### src/rtl/ps2_scancode_fifo.sv
// ps2_scancode_fifo: synchronizes raw PS/2 pins, deframes key codes, folds
// E0/F0 prefixes into {ext, rel, code} events and buffers them in a show-ahead FIFO.
// Optional feature macro: PS2_PARITY_CHECK_EN (odd-parity check, sets parity_err).
module ps2_scancode_fifo #(
  parameter int unsigned DEPTH          = 16,
  parameter int unsigned TIMEOUT_CYCLES = 10000
) (
  input  logic                     clk,
  input  logic                     rst_n,
  input  logic                     ps2_clk,
  input  logic                     data,
  input  logic                     rd_en,
  output logic [9:0]               rd_data,
  output logic                     rd_valid,
  output logic [$clog2(DEPTH):0]   count,
  output logic                     overflow,
  output logic                     parity_err
);

  localparam int unsigned AW = $clog2(DEPTH);
  localparam int unsigned TW = $clog2(TIMEOUT_CYCLES + 1);

  typedef enum logic [1:0] {
    ST_IDLE,
    ST_DATA,
    ST_PARITY,
    ST_STOP
  } state_t;

  // synchronizer and edge detect
  logic r_clk_s1, r_clk_s2, r_clk_s3;
  logic r_dat_s1, r_dat_s2;
  logic w_fall;

  // frame receiver
  state_t          r_state, w_state_nxt;
  logic [2:0]      r_bit_idx;
  logic [7:0]      r_shift;
  logic [TW-1:0]   r_tmo_cnt;
  logic            w_timeout;
  logic            w_frame_ok;
  logic            r_frame_vld;
  logic [7:0]      r_frame_code;

  // prefix decoder
  logic            r_ext, r_rel;
  logic            w_push;
  logic [9:0]      w_push_data;

  // fifo
  logic [9:0]      r_mem [DEPTH];
  logic [AW:0]     r_wptr, r_rptr;
  logic [AW:0]     w_count;
  logic            w_empty, w_full, w_pop, w_wr;
  logic            r_overflow;

`ifdef PS2_PARITY_CHECK_EN
  logic            r_parity;
  logic            w_par_bad;
  logic            r_parity_err;
`endif

  // two-flop synchronizers plus a third clock stage for falling-edge detect
  always_ff @(posedge clk or negedge rst_n) begin
    if (!rst_n) begin
      r_clk_s1 <= 1'b1;
      r_clk_s2 <= 1'b1;
      r_clk_s3 <= 1'b1;
      r_dat_s1 <= 1'b1;
      r_dat_s2 <= 1'b1;
    end else begin
      r_clk_s1 <= ps2_clk;
      r_clk_s2 <= r_clk_s1;
      r_clk_s3 <= r_clk_s2;
      r_dat_s1 <= data;
      r_dat_s2 <= r_dat_s1;
    end
  end

  assign w_fall    = r_clk_s3 & ~r_clk_s2;
  assign w_timeout = (r_state != ST_IDLE) && !w_fall && (r_tmo_cnt == TW'(TIMEOUT_CYCLES));

  // frame FSM state register
  always_ff @(posedge clk or negedge rst_n) begin
    if (!rst_n) begin
      r_state <= ST_IDLE;
    end else begin
      r_state <= w_state_nxt;
    end
  end

  // frame FSM next state and frame accept decision
  always_comb begin
    w_state_nxt = r_state;
    w_frame_ok  = 1'b0;
`ifdef PS2_PARITY_CHECK_EN
    w_par_bad   = 1'b0;
`endif
    if (w_timeout) begin
      w_state_nxt = ST_IDLE;
    end else if (w_fall) begin
      case (r_state)
        ST_IDLE:   if (!r_dat_s2) w_state_nxt = ST_DATA;
        ST_DATA:   if (r_bit_idx == 3'd7) w_state_nxt = ST_PARITY;
        ST_PARITY: w_state_nxt = ST_STOP;
        ST_STOP: begin
          w_state_nxt = ST_IDLE;
`ifdef PS2_PARITY_CHECK_EN
          w_par_bad  = ~(^{r_shift, r_parity});
          w_frame_ok = r_dat_s2 & ~w_par_bad;
`else
          w_frame_ok = r_dat_s2;
`endif
        end
        default:   w_state_nxt = ST_IDLE;
      endcase
    end
  end

  // frame datapath: bit index, shift register, parity capture, timeout counter
  always_ff @(posedge clk or negedge rst_n) begin
    if (!rst_n) begin
      r_bit_idx <= 3'd0;
      r_shift   <= 8'd0;
      r_tmo_cnt <= TW'(0);
`ifdef PS2_PARITY_CHECK_EN
      r_parity  <= 1'b0;
`endif
    end else begin
      if (r_state == ST_IDLE || w_fall) begin
        r_tmo_cnt <= TW'(0);
      end else begin
        r_tmo_cnt <= r_tmo_cnt + TW'(1);
      end
      if (w_fall) begin
        case (r_state)
          ST_IDLE: r_bit_idx <= 3'd0;
          ST_DATA: begin
            r_shift[r_bit_idx] <= r_dat_s2;
            r_bit_idx          <= r_bit_idx + 3'd1;
          end
`ifdef PS2_PARITY_CHECK_EN
          ST_PARITY: r_parity <= r_dat_s2;
`endif
          default: ;
        endcase
      end
    end
  end

  // one-cycle accepted-frame strobe with its code
  always_ff @(posedge clk or negedge rst_n) begin
    if (!rst_n) begin
      r_frame_vld  <= 1'b0;
      r_frame_code <= 8'd0;
    end else begin
      r_frame_vld <= w_frame_ok;
      if (w_frame_ok) r_frame_code <= r_shift;
    end
  end

`ifdef PS2_PARITY_CHECK_EN
  // sticky parity error flag
  always_ff @(posedge clk or negedge rst_n) begin
    if (!rst_n) begin
      r_parity_err <= 1'b0;
    end else if (w_par_bad) begin
      r_parity_err <= 1'b1;
    end
  end
  assign parity_err = r_parity_err;
`else
  assign parity_err = 1'b0;
`endif

  // prefix flags: E0 sets ext, F0 sets rel, any other code consumes both
  always_ff @(posedge clk or negedge rst_n) begin
    if (!rst_n) begin
      r_ext <= 1'b0;
      r_rel <= 1'b0;
    end else if (r_frame_vld) begin
      if (r_frame_code == 8'hE0) begin
        r_ext <= 1'b1;
      end else if (r_frame_code == 8'hF0) begin
        r_rel <= 1'b1;
      end else begin
        r_ext <= 1'b0;
        r_rel <= 1'b0;
      end
    end
  end

  assign w_push      = r_frame_vld && (r_frame_code != 8'hE0) && (r_frame_code != 8'hF0);
  assign w_push_data = {r_ext, r_rel, r_frame_code};

  assign w_count = r_wptr - r_rptr;
  assign w_empty = (w_count == (AW+1)'(0));
  assign w_full  = (w_count == (AW+1)'(DEPTH));
  assign w_pop   = rd_en & ~w_empty;
  assign w_wr    = w_push & (~w_full | w_pop);

  // fifo pointers and sticky overflow flag
  always_ff @(posedge clk or negedge rst_n) begin
    if (!rst_n) begin
      r_wptr     <= (AW+1)'(0);
      r_rptr     <= (AW+1)'(0);
      r_overflow <= 1'b0;
    end else begin
      if (w_wr)  r_wptr <= r_wptr + (AW+1)'(1);
      if (w_pop) r_rptr <= r_rptr + (AW+1)'(1);
      if (w_push && w_full && !w_pop) r_overflow <= 1'b1;
    end
  end

  // fifo storage, no reset needed: reads are masked while empty
  always_ff @(posedge clk) begin
    if (w_wr) r_mem[r_wptr[AW-1:0]] <= w_push_data;
  end

  assign rd_valid = ~w_empty;
  assign count    = w_count;
  assign overflow = r_overflow;
  assign rd_data  = w_empty ? 10'd0 : r_mem[r_rptr[AW-1:0]];

endmodule

### config.mk
export PLATFORM = sky130hd
export DESIGN_NAME = ps2_scancode_fifo
export DESIGN_NICKNAME = d
export VERILOG_FILES = /design/src/rtl/ps2_scancode_fifo.sv
export SDC_FILE = /design/constraint.sdc
export NUM_CORES = 1
export LEC_CHECK = 0
export ABC_CLOCK_PERIOD_IN_PS = 7800
export BUFFER_PORTS_ARGS = -buffer_cell sky130_fd_sc_hd__buf_2
export CAP_MARGIN = 20
export CORE_MARGIN = 4
export CORE_UTILIZATION = 30
export DETAILED_ROUTE_END_ITERATION = 6
export GPL_TIMING_DRIVEN = 0
export SLEW_MARGIN = 20
export SYNTH_ARGS = -nofsm -noshare
export SYNTH_HDL_FRONTEND = slang
export SYNTH_SLANG_ARGS = --single-unit
### constraint.sdc
create_clock -name clk -period 7.8 [get_ports clk]
set_input_delay 1.95 -clock clk [delete_from_list [all_inputs] [get_ports clk]]
set_output_delay 1.95 -clock clk [all_outputs]
set_load 0.005 [all_outputs]
== After elaboration in Yosys (flattened, before gate mapping) ==
Memories as Yosys holds them, arrays and structs flattened.
Cells that the tools add are included.
W data, S select, Z words.

* Memories kept: 1
* Bits in writable memories: 160
* Output and inout bits: 18
* Logic and storage cells: 84
* Input bits: 5
* Flip-flop bits (word level): 54

{| class="wikitable"
|+ Memory list
! name !! words !! bits a word !! rd ports !! clocked after memory_dff !! write ports !! line !! text
|-
| r_mem || 16 || 10 || 1 || 0 || 1 || 51 || <nowiki>logic [9:0] r_mem [DEPTH];</nowiki>
|}

* Equality and inequality tests: 13
* Magnitude comparators: 2
* $add $sub $neg: 5
* Bitwise gates (word level): 8
* Reduce and logical (&&, ||, !) cells: 20
* Muxes and demuxes: 19

{| class="wikitable"
|+ Operator list
! kind !! count
|-
| $eq A8 B8 Y1 const B || 2
|-
| $ne A8 B8 Y1 const B || 2
|-
| $add A14 B1 Y14 const B || 1
|-
| $eq A14 B14 Y1 const B || 1
|-
| $mux W14 || 1
|-
| $add A5 B1 Y5 const B || 2
|-
| $mux W10 || 1
|-
| $mux W1 || 9
|-
| $bwmux W8 || 1
|-
| $mux W2 || 4
|-
| $pmux W2 S4 || 1
|-
| $reduce_and A2 Y1 || 4
|-
| $logic_and A1 B1 Y1 || 7
|-
| $ne A3 B3 Y1 const B || 2
|-
| $pmux W3 S2 || 1
|-
| $reduce_bool A2 Y1 || 3
|-
| $eq A5 B5 Y1 const B || 1
|-
| $logic_not A5 Y1 || 1
|-
| $sub A5 B5 Y5 || 1
|-
| $eq A2 B2 Y1 const B || 2
|-
| $lt A3 B4 Y1 const B || 1
|-
| $not A1 Y1 || 4
|-
| $add A3 B1 Y3 const B || 1
|-
| $and A1 B1 Y1 || 3
|-
| other kinds (10) || 11
|}

== Logic depth before layout (Yosys ltp) ==
* Depth after elaboration: 8
* Gate-level depth with buffers: 10
* Mapped depth without buffers: 8

== Worst setup path before layout ==
No wires, ideal clock.

* Path type: register to output
* From: register r_rptr[2]
* To: output rd_data[2]
* Data arrival time: 2.361 ns
* Setup slack: 3.489 ns
* Stages on the path, launching flop included: 11
* Buffers on the path: 3
* Data required time: 5.850 ns
* Cell sequence: dfrtp_1 buf_2 inv_1 buf_2 ha_1 xnor2_2 and4bb_1 nor2_1 nor2_2 buf_6 a211oi_1

* Longest elaborated chain between the ends: 3
* Elaborated cells between the ends (all ways): 4
* Classes of those cells: add/sub (1); mux (1); reduce/logical (1); memory (1)

{| class="wikitable"
|+ Ends and longest elaborated chain
! item !! line !! text
|-
| start: declaration || 52 || <nowiki>logic [AW:0] r_wptr, r_rptr;</nowiki>
|-
| start signal: assignment || 206 || <nowiki>r_rptr <= (AW+1)'(0);</nowiki>
|-
| start signal: assignment || 210 || <nowiki>if (w_pop) r_rptr <= r_rptr + (AW+1)'(1);</nowiki>
|-
| $sub A5 B5 Y5 || 196 || <nowiki>assign w_count = r_wptr - r_rptr;</nowiki>
|-
| net count[2] || 15 || <nowiki>output logic [$clog2(DEPTH):0] count,</nowiki>
|-
| $logic_not A5 Y1 || 197 || <nowiki>assign w_empty = (w_count == (AW+1)'(0));</nowiki>
|-
| $mux W10 || 223 || <nowiki>assign rd_data = w_empty ? 10'd0 : r_mem[r_rptr[AW-1:0]];</nowiki>
|-
| end: declaration || 13 || <nowiki>output logic [9:0] rd_data,</nowiki>
|}

The timed path passes the listed nets, and every way through them passes these cells.

== Worst setup path after layout ==
* From: register r_rptr[2]
* To: output rd_data[2]

* Longest elaborated chain between the ends: 3
* Elaborated cells between the ends (all ways): 4
* Classes of those cells: add/sub (1); mux (1); reduce/logical (1); memory (1)

{| class="wikitable"
|+ Ends and longest elaborated chain
! item !! line
|-
| $sub A5 B5 Y5 || 196
|-
| $logic_not A5 Y1 || 197
|-
| $mux W10 * || 223
|}

Every way passes the cells marked *; elsewhere a longest branch is shown, timed or not.

==> impl_results.md <==
- Status: complete, no violations
- Mean number of vias per cell: 4.65
- Post-CTS Setup Inserts: 0
- Starting density of the core: 30.4%
- Global Route Usage Sum: 11.3%
- Clock tree root buffer cell: clkbuf_16
- Die Y-Extent: 181 um
- Routed WL: 18.6 mm
- Cells after synthesis: 529
- Io pins: 23
- Remaining antenna violation count: 0
- Nature of the critical path startpoint: flop
- Setup CP Type: flop to primary output
- Post-Synth Simple-Gate Area: 7.29%
- Synth Area in Adders: 2.58%
- Max Cap Violations: 0
- Number of warning messages in the yosys log: 0
- Largest net degree at the start of global routing: 55
- Final #Nets: 597
- Ranking of synthesized cells by area: edfxtp_1 53%, dfrtp_1 14%, mux4_2 10%
- Cell count after placement: 940
- Total gr overflow: 0
- Vias in the first global route: 4,801
- Peak supply drop: 0.135 mV
- Endpoints failing setup: 0
- Vias post-DR: 4,544
- Worst-path clk slew: 60 ps
- Diodes inserted: 0
- Seq/Total Area, Yosys: 68.4%
- Ys async rst share: 25.2%
- Synth Area in Compound Gates: 3.18%
- Final Hold Viols: 0
- HPWL Detailed: 11.8 mm
- DR iter-0 viols: 235
- Pre-antenna DRT Iters: 4
- Initial antenna violation count: 0
- Least-Margin Pin Slew: 797 ps
- Final period util: 72.7%
- Synth Cell Area: 9010 um2
- Synth Register Bits: 214
- Commonest register cell after synthesis: edfxtp_1
- Die area: 32,900 um2
- Largest area contributor in the netlist: edfxtp_1
- Largest family of logic cells by synthesized area: multiplexers
- Count leader, synth: edfxtp_1
- Netlist cell types: 55
- Fraction of layout cells with a size suffix above 1: 25.2%
- CTS Hold Buffers Added: 0
- Xor and xnor area share after synthesis: 2.48%
- Relative slew slack: 46.8%
- Setup tns final: 0 ps
- Routed wire length per instance: 19.0 um
- CTS buffer count: 22
- CP endpoint kind: primary output
- Most frequent cells after synthesis: 160 x edfxtp_1, 49 x dfrtp_1, 40 x mux4_2
- RSZ-0062 raised after global routing: no
- Mux share of post-synthesis cell area: 13.8%
- P&R area growth vs syn: 14.2%
- First-pass GRT wire length: 29.0 mm
- CTS tree: done
- Syn Nets: 552
- GPL Wtd Cong: 0.776
- Die width: 181 um
- Clk_lat worst skew: 510 ps
- CP Max Fanout: 10
- CORE AREA: 29,600 um2
- # DRC: 0
- Skew final: 16.4 ps
- Top-area cell type share of the netlist area: 53.3%
- Port-buffer cells: 21
- Post-synth EDFFs: 160
- Final Slew Violations: 0
- Pre-CTS setup slack: 2560 ps
- Lkg Pwr: 3.69 nW
- Worst EP required: 5850 ps
- Class of the worst hold path: flop to flop
- Cts repair resizes: 0
- FMAX: 176 MHz
- H-tree levels: 1
- Total power divided by cell area: 338 nW/um2
- Bufs on Longest Clock Path: 3
- Synthesized area per cell: 17.0 um2
- Min Tclk post-route: 5670 ps
- Row cnt: 63
- Clock Sinks: 214
- Crit path DAT: 3720 ps
- Non-filler cells in the finished layout: 978
- Worst setup margin: 2130 ps
[per-layer routing]
layer / routed length (um) / track usage (%) / vias to the layer above
met2: 8510 / 17.5 / 96
met1: 8720 / 16.4 / 2298
met3: 982 / 2.34 / 26
li1: - / - / 2124
met5: 0 / 0 / -
met4: 358 / 3.03 / 0
[logic make-up after synthesis]
| logic type | Yosys count |
|---|---|
| flip-flops | 214 |
| AND/OR/NAND/NOR | 123 |
| adder cells (fa/ha/maj) | 18 |
| AO/OA/AOI/OAI | 37 |
| other | 1 |
| multiplexers | 71 |
| XOR/XNOR | 23 |
| buffers and inverters | 42 |
[final cells by class]
cell class                      count  area (um2)
Inverter                           18        67.6
Fill cell                        2854       19300
Clock inverter                     12        96.3
Clock buffer                       26         586
Multi-Input combinational cell    273        2640
Timing Repair Buffer               21         108
Buffer                             24         140
Tap cell                          390         488
Sequential cell                   214        6160
[where the power goes]
group | internal, mW | switching [mW]
clock network | 0.570 | 0.430
registers | 1.33 | 0.106
logic | 0.474 | 0.568
total | 2.38 | 1.10
[cells in the final DEF (no fill, tap or decap), drive strengths merged, types with 2 or more instances in the layout]
cell type and n:
a211oi 11, a21oi 6, a32o 3, and2 4
and3 24, and4 2, buf 35, clkbuf 36
clkinv 9, dfrtp 49, dfstp 5, edfxtp 160
ha 17, inv 19, mux2 20, mux2i 11
mux4 40, nand2 30, nand3 12, nand3b 5
nand4 2, nand4b 2, nor2 25, nor2b 3
nor3 3, nor3b 3, nor4b 2, o21ai 9
or2 2, xnor2 11, xor2 12
[sequential cells by signal, summed over array words and instances, names as in the netlist, 2 cells and up]
| name | cells |
|---|---|
| r_mem | 160 |
| r_tmo_cnt | 14 |
| r_frame_code | 8 |
| r_shift | 8 |
| r_rptr | 5 |
| r_wptr | 5 |
| r_bit_idx | 3 |
| r_state | 2 |
[final timing paths]
path,startpoint,end,slack [ps],cells after the start
min reg2reg,r_dat_s1,r_dat_s2,360,0
min in group asynchronous,rst_n,r_state[1],1510,1
max,r_rptr[2],rd_data[2],2130,11
min,r_dat_s1,r_dat_s2,360,0
max reg2reg,r_rptr[2],r_mem[0][0],4210,10
max in group asynchronous,rst_n,r_frame_code[6],5830,1
[worst max-delay path, cell delays in order (launching register included)]
cell and delay, ps:
dfrtp_1 430, buf_2 340, inv_1 140, buf_2 270, ha_1 410, xnor2_2 200, and4bb_1 220, nor2_1 410
nor2_2 100, buf_6 170, a211oi_1 340, buf_2 190
[per-stage QoR]
| stage | util, % | hold slack (ps) | cell area (um2) | power [mW] |
|---|---|---|---|---|
| after global routing | 34.7 | 359 | 10300 | 3.68 |
| after CTS | 34.7 | 358 | 10300 | 3.54 |
| final | 34.7 | 357 | 10300 | 3.48 |
| after detailed placement | 32.4 | 349 | 9610 | 2.53 |
| after floorplan | - | 345 | 9010 | 2.15 |
| after global placement | 32.4 | 347 | 9610 | 2.52 |
Power figures use the tool's default switching activity.
